## src/rtl/instr_buffer_pkg.sv

```systemverilog
// instr_buffer_pkg: shared widths and queue entry layout for the fetch-to-decode buffer
package instr_buffer_pkg;
  localparam int INSTR_W = 32;
  localparam int PC_W = 32;
  localparam int TGT_W = 32;
  typedef struct packed {
    logic [INSTR_W-1:0] instr;
    logic [PC_W-1:0] pc;
    logic taken;
    logic [TGT_W-1:0] target;
  } ibuf_entry_t;
endpackage

```

## src/rtl/instr_buffer_if.sv

```systemverilog
// instr_buffer_if: IFU, decoder and backend-control signals around the instruction buffer
interface instr_buffer_if;
  import instr_buffer_pkg::*;
  logic flush_valid;
  logic end_of_program;
  logic ifu2ibuf_valid;
  logic ifu2ibuf_instr1_valid;
  logic [INSTR_W-1:0] ifu2ibuf_instr0;
  logic [INSTR_W-1:0] ifu2ibuf_instr1;
  logic [PC_W-1:0] ifu2ibuf_pc;
  logic ifu2ibuf_predicttaken0;
  logic ifu2ibuf_predicttaken1;
  logic [TGT_W-1:0] ifu2ibuf_predicttarget;
  logic ibuf2ifu_ready;
  logic ibuffer_instr_valid;
  logic [INSTR_W-1:0] ibuffer_inst_out;
  logic [PC_W-1:0] ibuffer_pc_out;
  logic ibuffer_predicttaken_out;
  logic [TGT_W-1:0] ibuffer_predicttarget_out;
  logic ibuffer_instr_ready;
  modport master (
    output flush_valid, end_of_program, ifu2ibuf_valid, ifu2ibuf_instr1_valid, ifu2ibuf_instr0,
           ifu2ibuf_instr1, ifu2ibuf_pc, ifu2ibuf_predicttaken0, ifu2ibuf_predicttaken1,
           ifu2ibuf_predicttarget, ibuffer_instr_ready,
    input  ibuf2ifu_ready, ibuffer_instr_valid, ibuffer_inst_out, ibuffer_pc_out,
           ibuffer_predicttaken_out, ibuffer_predicttarget_out
  );
  modport slave (
    input  flush_valid, end_of_program, ifu2ibuf_valid, ifu2ibuf_instr1_valid, ifu2ibuf_instr0,
           ifu2ibuf_instr1, ifu2ibuf_pc, ifu2ibuf_predicttaken0, ifu2ibuf_predicttaken1,
           ifu2ibuf_predicttarget, ibuffer_instr_ready,
    output ibuf2ifu_ready, ibuffer_instr_valid, ibuffer_inst_out, ibuffer_pc_out,
           ibuffer_predicttaken_out, ibuffer_predicttarget_out
  );
endinterface

```

## src/rtl/instr_buffer_ptr_ctrl.sv

```systemverilog
// instr_buffer_ptr_ctrl: read/write pointers and occupancy with 0/1/2-entry enqueue accounting
module instr_buffer_ptr_ctrl #(
  parameter int DEPTH = 8,
  localparam int AW = $clog2(DEPTH),
  localparam int PTR_W = AW + 1
) (
  input  logic clock,
  input  logic reset,
  input  logic flush,
  input  logic enq,
  input  logic enq2,
  input  logic deq,
  output logic [AW-1:0] rd_idx,
  output logic [AW-1:0] wr_idx,
  output logic [PTR_W-1:0] count,
  output logic empty
);
  logic [PTR_W-1:0] rd_ptr_q, rd_ptr_d, wr_ptr_q, wr_ptr_d, count_q, count_d;
  logic [1:0] n_enq;
  always_comb begin
    n_enq = {1'b0, enq} + {1'b0, enq & enq2};
    rd_ptr_d = flush ? '0 : rd_ptr_q + PTR_W'(deq);
    wr_ptr_d = flush ? '0 : wr_ptr_q + PTR_W'(n_enq);
    count_d = flush ? '0 : count_q + PTR_W'(n_enq) - PTR_W'(deq);
  end
  always_ff @(posedge clock) begin
    if (reset) begin
      rd_ptr_q <= '0;
      wr_ptr_q <= '0;
      count_q <= '0;
    end else begin
      rd_ptr_q <= rd_ptr_d;
      wr_ptr_q <= wr_ptr_d;
      count_q <= count_d;
    end
  end
  assign rd_idx = rd_ptr_q[AW-1:0];
  assign wr_idx = wr_ptr_q[AW-1:0];
  assign count = count_q;
  assign empty = count_q == '0;
endmodule

```

## src/rtl/instr_buffer.sv

```systemverilog
// instr_buffer: 2-in/1-out FWFT instruction queue between IFU and decode, cleared by flush
module instr_buffer
  import instr_buffer_pkg::*;
#(
  parameter int DEPTH = 8
) (
  input logic clock,
  input logic reset,
  instr_buffer_if.slave bus
);
  localparam int AW = $clog2(DEPTH);
  localparam int PTR_W = AW + 1;
  ibuf_entry_t mem_q [DEPTH];
  ibuf_entry_t mem_d [DEPTH];
  ibuf_entry_t e0, e1, head;
  logic [AW-1:0] rd_idx, wr_idx;
  logic [PTR_W-1:0] count;
  logic empty, ready, enq, enq2, deq;
  instr_buffer_ptr_ctrl #(.DEPTH(DEPTH)) u_ptr (
    .clock(clock), .reset(reset), .flush(bus.flush_valid), .enq(enq), .enq2(enq2), .deq(deq),
    .rd_idx(rd_idx), .wr_idx(wr_idx), .count(count), .empty(empty)
  );
  // Always reserve room for a full pair so a group is never split across cycles
  always_comb begin
    ready = (count <= PTR_W'(DEPTH - 2)) & ~bus.end_of_program & ~bus.flush_valid;
    enq = bus.ifu2ibuf_valid & ready;
    enq2 = bus.ifu2ibuf_instr1_valid & ~bus.ifu2ibuf_predicttaken0;
    deq = ~empty & bus.ibuffer_instr_ready;
    e0 = '{instr: bus.ifu2ibuf_instr0, pc: bus.ifu2ibuf_pc, taken: bus.ifu2ibuf_predicttaken0,
           target: bus.ifu2ibuf_predicttaken0 ? bus.ifu2ibuf_predicttarget : '0};
    e1 = '{instr: bus.ifu2ibuf_instr1, pc: bus.ifu2ibuf_pc + PC_W'(4), taken: bus.ifu2ibuf_predicttaken1,
           target: bus.ifu2ibuf_predicttaken1 ? bus.ifu2ibuf_predicttarget : '0};
    mem_d = mem_q;
    if (enq) mem_d[wr_idx] = e0;
    if (enq & enq2) mem_d[wr_idx + AW'(1)] = e1;
    head = empty ? '0 : mem_q[rd_idx];
  end
  always_ff @(posedge clock) mem_q <= mem_d;
  assign bus.ibuf2ifu_ready = ready;
  assign bus.ibuffer_instr_valid = ~empty;
  assign bus.ibuffer_inst_out = head.instr;
  assign bus.ibuffer_pc_out = head.pc;
  assign bus.ibuffer_predicttaken_out = head.taken;
  assign bus.ibuffer_predicttarget_out = head.target;
endmodule

```

## src/flat_wrapper.sv

```systemverilog
// flat-port wrapper written by rule: the top's interface ports become plain ports
module instr_buffer_flat import instr_buffer_pkg::*;
#(
  parameter int DEPTH = 8
)
  (clock, reset, bus_flush_valid, bus_end_of_program, bus_ifu2ibuf_valid, bus_ifu2ibuf_instr1_valid, bus_ifu2ibuf_instr0, bus_ifu2ibuf_instr1, bus_ifu2ibuf_pc, bus_ifu2ibuf_predicttaken0, bus_ifu2ibuf_predicttaken1, bus_ifu2ibuf_predicttarget, bus_ibuffer_instr_ready, bus_ibuf2ifu_ready, bus_ibuffer_instr_valid, bus_ibuffer_inst_out, bus_ibuffer_pc_out, bus_ibuffer_predicttaken_out, bus_ibuffer_predicttarget_out);
  instr_buffer_if bus_i ();
  input logic clock;
  input logic reset;
  input wire logic [$bits(bus_i.flush_valid)-1:0] bus_flush_valid;
  input wire logic [$bits(bus_i.end_of_program)-1:0] bus_end_of_program;
  input wire logic [$bits(bus_i.ifu2ibuf_valid)-1:0] bus_ifu2ibuf_valid;
  input wire logic [$bits(bus_i.ifu2ibuf_instr1_valid)-1:0] bus_ifu2ibuf_instr1_valid;
  input wire logic [$bits(bus_i.ifu2ibuf_instr0)-1:0] bus_ifu2ibuf_instr0;
  input wire logic [$bits(bus_i.ifu2ibuf_instr1)-1:0] bus_ifu2ibuf_instr1;
  input wire logic [$bits(bus_i.ifu2ibuf_pc)-1:0] bus_ifu2ibuf_pc;
  input wire logic [$bits(bus_i.ifu2ibuf_predicttaken0)-1:0] bus_ifu2ibuf_predicttaken0;
  input wire logic [$bits(bus_i.ifu2ibuf_predicttaken1)-1:0] bus_ifu2ibuf_predicttaken1;
  input wire logic [$bits(bus_i.ifu2ibuf_predicttarget)-1:0] bus_ifu2ibuf_predicttarget;
  input wire logic [$bits(bus_i.ibuffer_instr_ready)-1:0] bus_ibuffer_instr_ready;
  output wire logic [$bits(bus_i.ibuf2ifu_ready)-1:0] bus_ibuf2ifu_ready;
  output wire logic [$bits(bus_i.ibuffer_instr_valid)-1:0] bus_ibuffer_instr_valid;
  output wire logic [$bits(bus_i.ibuffer_inst_out)-1:0] bus_ibuffer_inst_out;
  output wire logic [$bits(bus_i.ibuffer_pc_out)-1:0] bus_ibuffer_pc_out;
  output wire logic [$bits(bus_i.ibuffer_predicttaken_out)-1:0] bus_ibuffer_predicttaken_out;
  output wire logic [$bits(bus_i.ibuffer_predicttarget_out)-1:0] bus_ibuffer_predicttarget_out;
  assign bus_i.flush_valid = bus_flush_valid;
  assign bus_i.end_of_program = bus_end_of_program;
  assign bus_i.ifu2ibuf_valid = bus_ifu2ibuf_valid;
  assign bus_i.ifu2ibuf_instr1_valid = bus_ifu2ibuf_instr1_valid;
  assign bus_i.ifu2ibuf_instr0 = bus_ifu2ibuf_instr0;
  assign bus_i.ifu2ibuf_instr1 = bus_ifu2ibuf_instr1;
  assign bus_i.ifu2ibuf_pc = bus_ifu2ibuf_pc;
  assign bus_i.ifu2ibuf_predicttaken0 = bus_ifu2ibuf_predicttaken0;
  assign bus_i.ifu2ibuf_predicttaken1 = bus_ifu2ibuf_predicttaken1;
  assign bus_i.ifu2ibuf_predicttarget = bus_ifu2ibuf_predicttarget;
  assign bus_i.ibuffer_instr_ready = bus_ibuffer_instr_ready;
  assign bus_ibuf2ifu_ready = bus_i.ibuf2ifu_ready;
  assign bus_ibuffer_instr_valid = bus_i.ibuffer_instr_valid;
  assign bus_ibuffer_inst_out = bus_i.ibuffer_inst_out;
  assign bus_ibuffer_pc_out = bus_i.ibuffer_pc_out;
  assign bus_ibuffer_predicttaken_out = bus_i.ibuffer_predicttaken_out;
  assign bus_ibuffer_predicttarget_out = bus_i.ibuffer_predicttarget_out;
  instr_buffer #(.DEPTH(DEPTH)) u_core (.clock(clock), .reset(reset), .bus(bus_i));
endmodule
```

## config.mk

```make
export PLATFORM = sky130hd
export DESIGN_NAME = instr_buffer_flat
export DESIGN_NICKNAME = d
export VERILOG_FILES = /design/src/rtl/instr_buffer_pkg.sv /design/src/rtl/instr_buffer_if.sv /design/src/rtl/instr_buffer_ptr_ctrl.sv /design/src/rtl/instr_buffer.sv /design/src/flat_wrapper.sv
export SDC_FILE = /design/constraint.sdc
export NUM_CORES = 2
export LEC_CHECK = 0
export ABC_CLOCK_PERIOD_IN_PS = 2800
export BUFFER_PORTS_ARGS = -buffer_cell sky130_fd_sc_hd__buf_2
export CAP_MARGIN = 40
export CORE_UTILIZATION = 50
export DETAILED_ROUTE_END_ITERATION = 10
export GPL_TIMING_DRIVEN = 1
export PLACE_DENSITY = 0.67
export SLEW_MARGIN = 25
export SYNTH_ARGS = -nofsm -noshare
export SYNTH_HDL_FRONTEND = slang
export SYNTH_SLANG_ARGS = --single-unit
export TNS_END_PERCENT = 100
```

## constraint.sdc

```tcl
create_clock -name clock -period 2.8 [get_ports clock]
set_input_delay 0.7 -clock clock [delete_from_list [all_inputs] [get_ports clock]]
set_output_delay 0.7 -clock clock [all_outputs]
set_load 0.02 [all_outputs]
```

==> metrics.md <==
| Metric | Value |
|---|---|
| Num ports | `236` |
| Leak | `17.1 nW` |
| Worst slack at placement | `11.2 ps` |
| Status | `finished, violations left` |
| Setup total negative slack | `-34230 ps` |
| Worst Path Required | `2100 ps` |
| Initial Util | `around half` |
| NumNets Final | `4293` |
| DR pass1 iterations | `8` |
| Clock Path Buffers | `3` |
| Max-cap viol count | `0` |
| Worst Skew | `30.8 ps` |
| Unrepaired setup endpoints after global routing | `true` |
| Worst-path clk slew | `60 ps` |
| Async set-reset flop share out of synthesis | `0%` |
| Die Wd | `273 µm` |
| Register-to-Register Path Depth | `13` |
| Sw Ratio | `29.5%` |
| Setup violations, final | `97` |
| Final WL | `128000 µm` |
| CP bufs+invs | `4` |
| Rows | `98` |
| Core area | `a little over 70000 µm²` |
| Die H | `approximately 270 µm` |
| Util after Layout | `61.8%` |
| PortBufs | `235` |
| Synth unique cells | `65` |
| Fmax | `0.309 GHz` |
| Residual DRC | `0` |
| Synth warnings | `0` |
| Post-synth EDFFs | `0` |
| Yosys reg bits | `roughly 790` |
| Slowest cell on the critical path | `mux4_2` |
| Layout cell share with drive strength beyond 1 | `25.6%` |
| Clock Latency Late Sink | `660 ps` |
| First-pass GRT wire length | `193000 µm` |
| Routability cong. | `roughly 0.9` |
| Vias in the first global route | `32000` |
| Fin Hold WS | `roughly 340 ps` |
| Highest net fanout along the worst path | `8` |
| Gr usage total | `33.5%` |
| Syn Std Cell Area | `36700 µm²` |
| Startpoint Class | `flip-flop` |
| Post-Synthesis Cells | `3988` |
| Setup CP Type | `reg -> out` |
| Crit path cell chain | `clkbuf_16 > buf_16 > buf_12 > mux4_2 > mux2i_2 > nor2_1 > buf_4` |
| Placement Cell Area | `40200 µm²` |
| Fin area | `44500 µm²` |
| NetSw | `just under 10 mW` |
| CP Capture Type | `output pin` |
| Largest area contributor in the netlist | `dfxtp_1` |
| Via count | `~33000` |
| VDD IR max | `0.000553 V` |
| Clock tree sinks | `around 790` |
| Initial antenna violation count | `15` |
| Grt total ovfl | `0` |
| Synth Area per Inst | `between 9 and 10 µm²` |
| Min Tclk post-route | `about 3200 ps` |
| CTS tree | `yes` |
| DR WL/cell | `24.9 µm` |
| Iteration-0 DRC Markers | `3882` |
| Hold Vio Cnt, Final | `0` |
| Hold path depth | `3` |
| Worst min path class | `in -> reg` |
| Seq pwr share | `40.1%` |
| Pin count of the biggest net entering global routing | `around 70` |
| Share of the synthesized area in the top cell type | `42.9%` |
| Root Buffer | `clkbuf_16` |
| Failing checks | `setup timing` |
| Relative slew slack | `38.0%` |
| Clock power frac | `36.3%` |
| PD cells | `736 nW/µm²` |
| CP max stage delay | `about 500 ps` |
| Crit path max-delay family | `multiplexers` |
| Post-DP HPWL | `74700 µm` |
| Worst path arrival time | `2540 ps` |
| Final Slew Violations | `0` |
| Ys flop type | `dfxtp_1` |
| Mapped Nets | `4139` |
| Htree depth | `3` |
| Die area | `74400 µm²` |
| Period utilization | `116%` |
| Gate power share | `between 20% and 30%` |
| DR vias/cell | `around 6.4` |
| Final WS setup | `-436 ps` |
| Critical Path Stages | `7` |
| CTS Buf Count | `84` |
| Main area contributors after synthesis | `dfxtp_1 (43%), mux4_2 (12%), nand2_1 (7.5%)` |
| Worst slew pin tran | `930 ps` |
| Register area share after synthesis | `a little over two fifths` |
| Area delta synth->final | `21.3%` |
| Internal power | `23.1 mW` |
| Post-route ant nets | `0` |
## power groups by stage
| stage | registers (mW) | logic (mW) | clock network, mW |
|---|---|---|---|
| 2_1_floorplan | 13.1 | 4.52 | 0 |
| 3_3_place_gp | 13.3 | 6.53 | 0 |
| 3_5_place_dp | 13.3 | 6.66 | 0 |
| 4_1_cts | 13.1 | 7.31 | 11.9 |
| 5_1_grt | 13.3 | 8.22 | 12.4 |
| 6_report | 13.1 | 7.72 | 11.9 |
## layout by cell type (no fill, tap or decap), types with 12 or more instances in the layout
cell / n
mux2i_1: 62
o221a_2: 35
o21ai_0: 133
xnor2_1: 22
clkinv_2: 20
buf_4: 192
clkbuf_16: 93
mux2i_4: 14
mux4_2: 194
o22ai_1: 26
and3_1: 16
clkbuf_1: 13
nor2_1: 485
nor4_4: 12
buf_16: 19
dfxtp_1: 782
a22o_1: 256
a221oi_1: 68
nand4_1: 19
inv_1: 21
buf_6: 13
buf_2: 204
nand3_1: 35
buf_12: 80
nand2_1: 721
a31oi_1: 290
a21oi_1: 86
mux2i_2: 21
nor2_2: 17
mux2_2: 59
clkbuf_8: 15
## cells in the mapped netlist, drive strengths merged (35+ instances only)
| library cell | n |
|---|---|
| a21oi | 87 |
| a221oi | 68 |
| a22o | 257 |
| a31oi | 290 |
| buf | 158 |
| clkbuf | 295 |
| dfxtp | 786 |
| mux2 | 59 |
| mux2i | 97 |
| mux4 | 194 |
| nand2 | 730 |
| nand3 | 35 |
| nor2 | 508 |
| o21ai | 141 |
| o221a | 35 |
## tightest hold or removal path: stages
cell     delay, ps
buf_2          140
nand2_1         60
nand2_1         40
## worst paths after layout
path                                                          start                                to  slack [ps]
worst max-delay path            u_core.u_ptr.rd_ptr_q[0]$_SDFF_PP0_  bus_ibuffer_predicttarget_out[4]        -440
worst min register to register            u_core.mem_q[713]$_DFF_P_         u_core.mem_q[713]$_DFF_P_         440
worst max register to register     u_core.u_ptr.count[3]$_SDFF_PP0_  u_core.u_ptr.count[2]$_SDFF_PP0_         140
worst min-delay path                             bus_ifu2ibuf_pc[1]          u_core.mem_q[34]$_DFF_P_         340
## layer usage
layer / GRT usage (%) / share of wire (%)
met1: 43.6 / 40
met5: 0 / 0.11
met2: 53.3 / 46
met3: 7.35 / 10
met4: 14.8 / 3.9
## logic make-up (layout without fill, tap and decap cells)
kind of cell | Yosys count | count (layout) | share of synthesized area (%)
and+or+nand+nor | 1386 | 1386 | 15.8
AOI/OAI and AO/OA | 945 | 945 | 18.3
DFF | 786 | 786 | 42.9
buffers and inverters | 479 | 699 | 5.49
muxes | 350 | 350 | 16.4
xor gates and xnor gates | 28 | 28 | 0.669
adders and majority gates | 14 | 14 | 0.518
other | 0 | 4 | 0
## registers in the layout (all words and copies together), names as in the netlist
signal / flops
u_core.u_ptr.rd_ptr_q: 3
u_core.u_ptr.count: 4
u_core.mem_q: 776
u_core.u_ptr.wr_ptr_q: 3
## what timing repair did
action / in CTS / in global routing
endpoints found under the hold margin: 0 / 0
buffers inserted: 21 / 13
pin swaps: 2 / 14
setup endpoints to repair: 98 / 99
cloned: 9 / 8
gates resized for setup: 71 / 71
hold buffers: 0 / 0
## area by class of cell
cell class / count / area [µm²]
inverters: 26 / 97.6
flip-flops and latches: 786 / 15700
multi-input cells: 2723 / 19500
clock inverters: 39 / 572
clock buffers: 113 / 2380
fillers: 5846 / 27500
diodes: 4 / 10.0
well taps: 950 / 1190
repair buffers: 521 / 5030
## through the flow
step | power [mW] | std cells
after global placement | 19.9 | 4952
after detailed placement | 20.0 | 4957
after floorplan | 17.6 | 3988
after global routing | 33.9 | 5161
after CTS | 32.4 | 5139
final | 32.7 | 5162
Power figures use the tool's default switching activity.
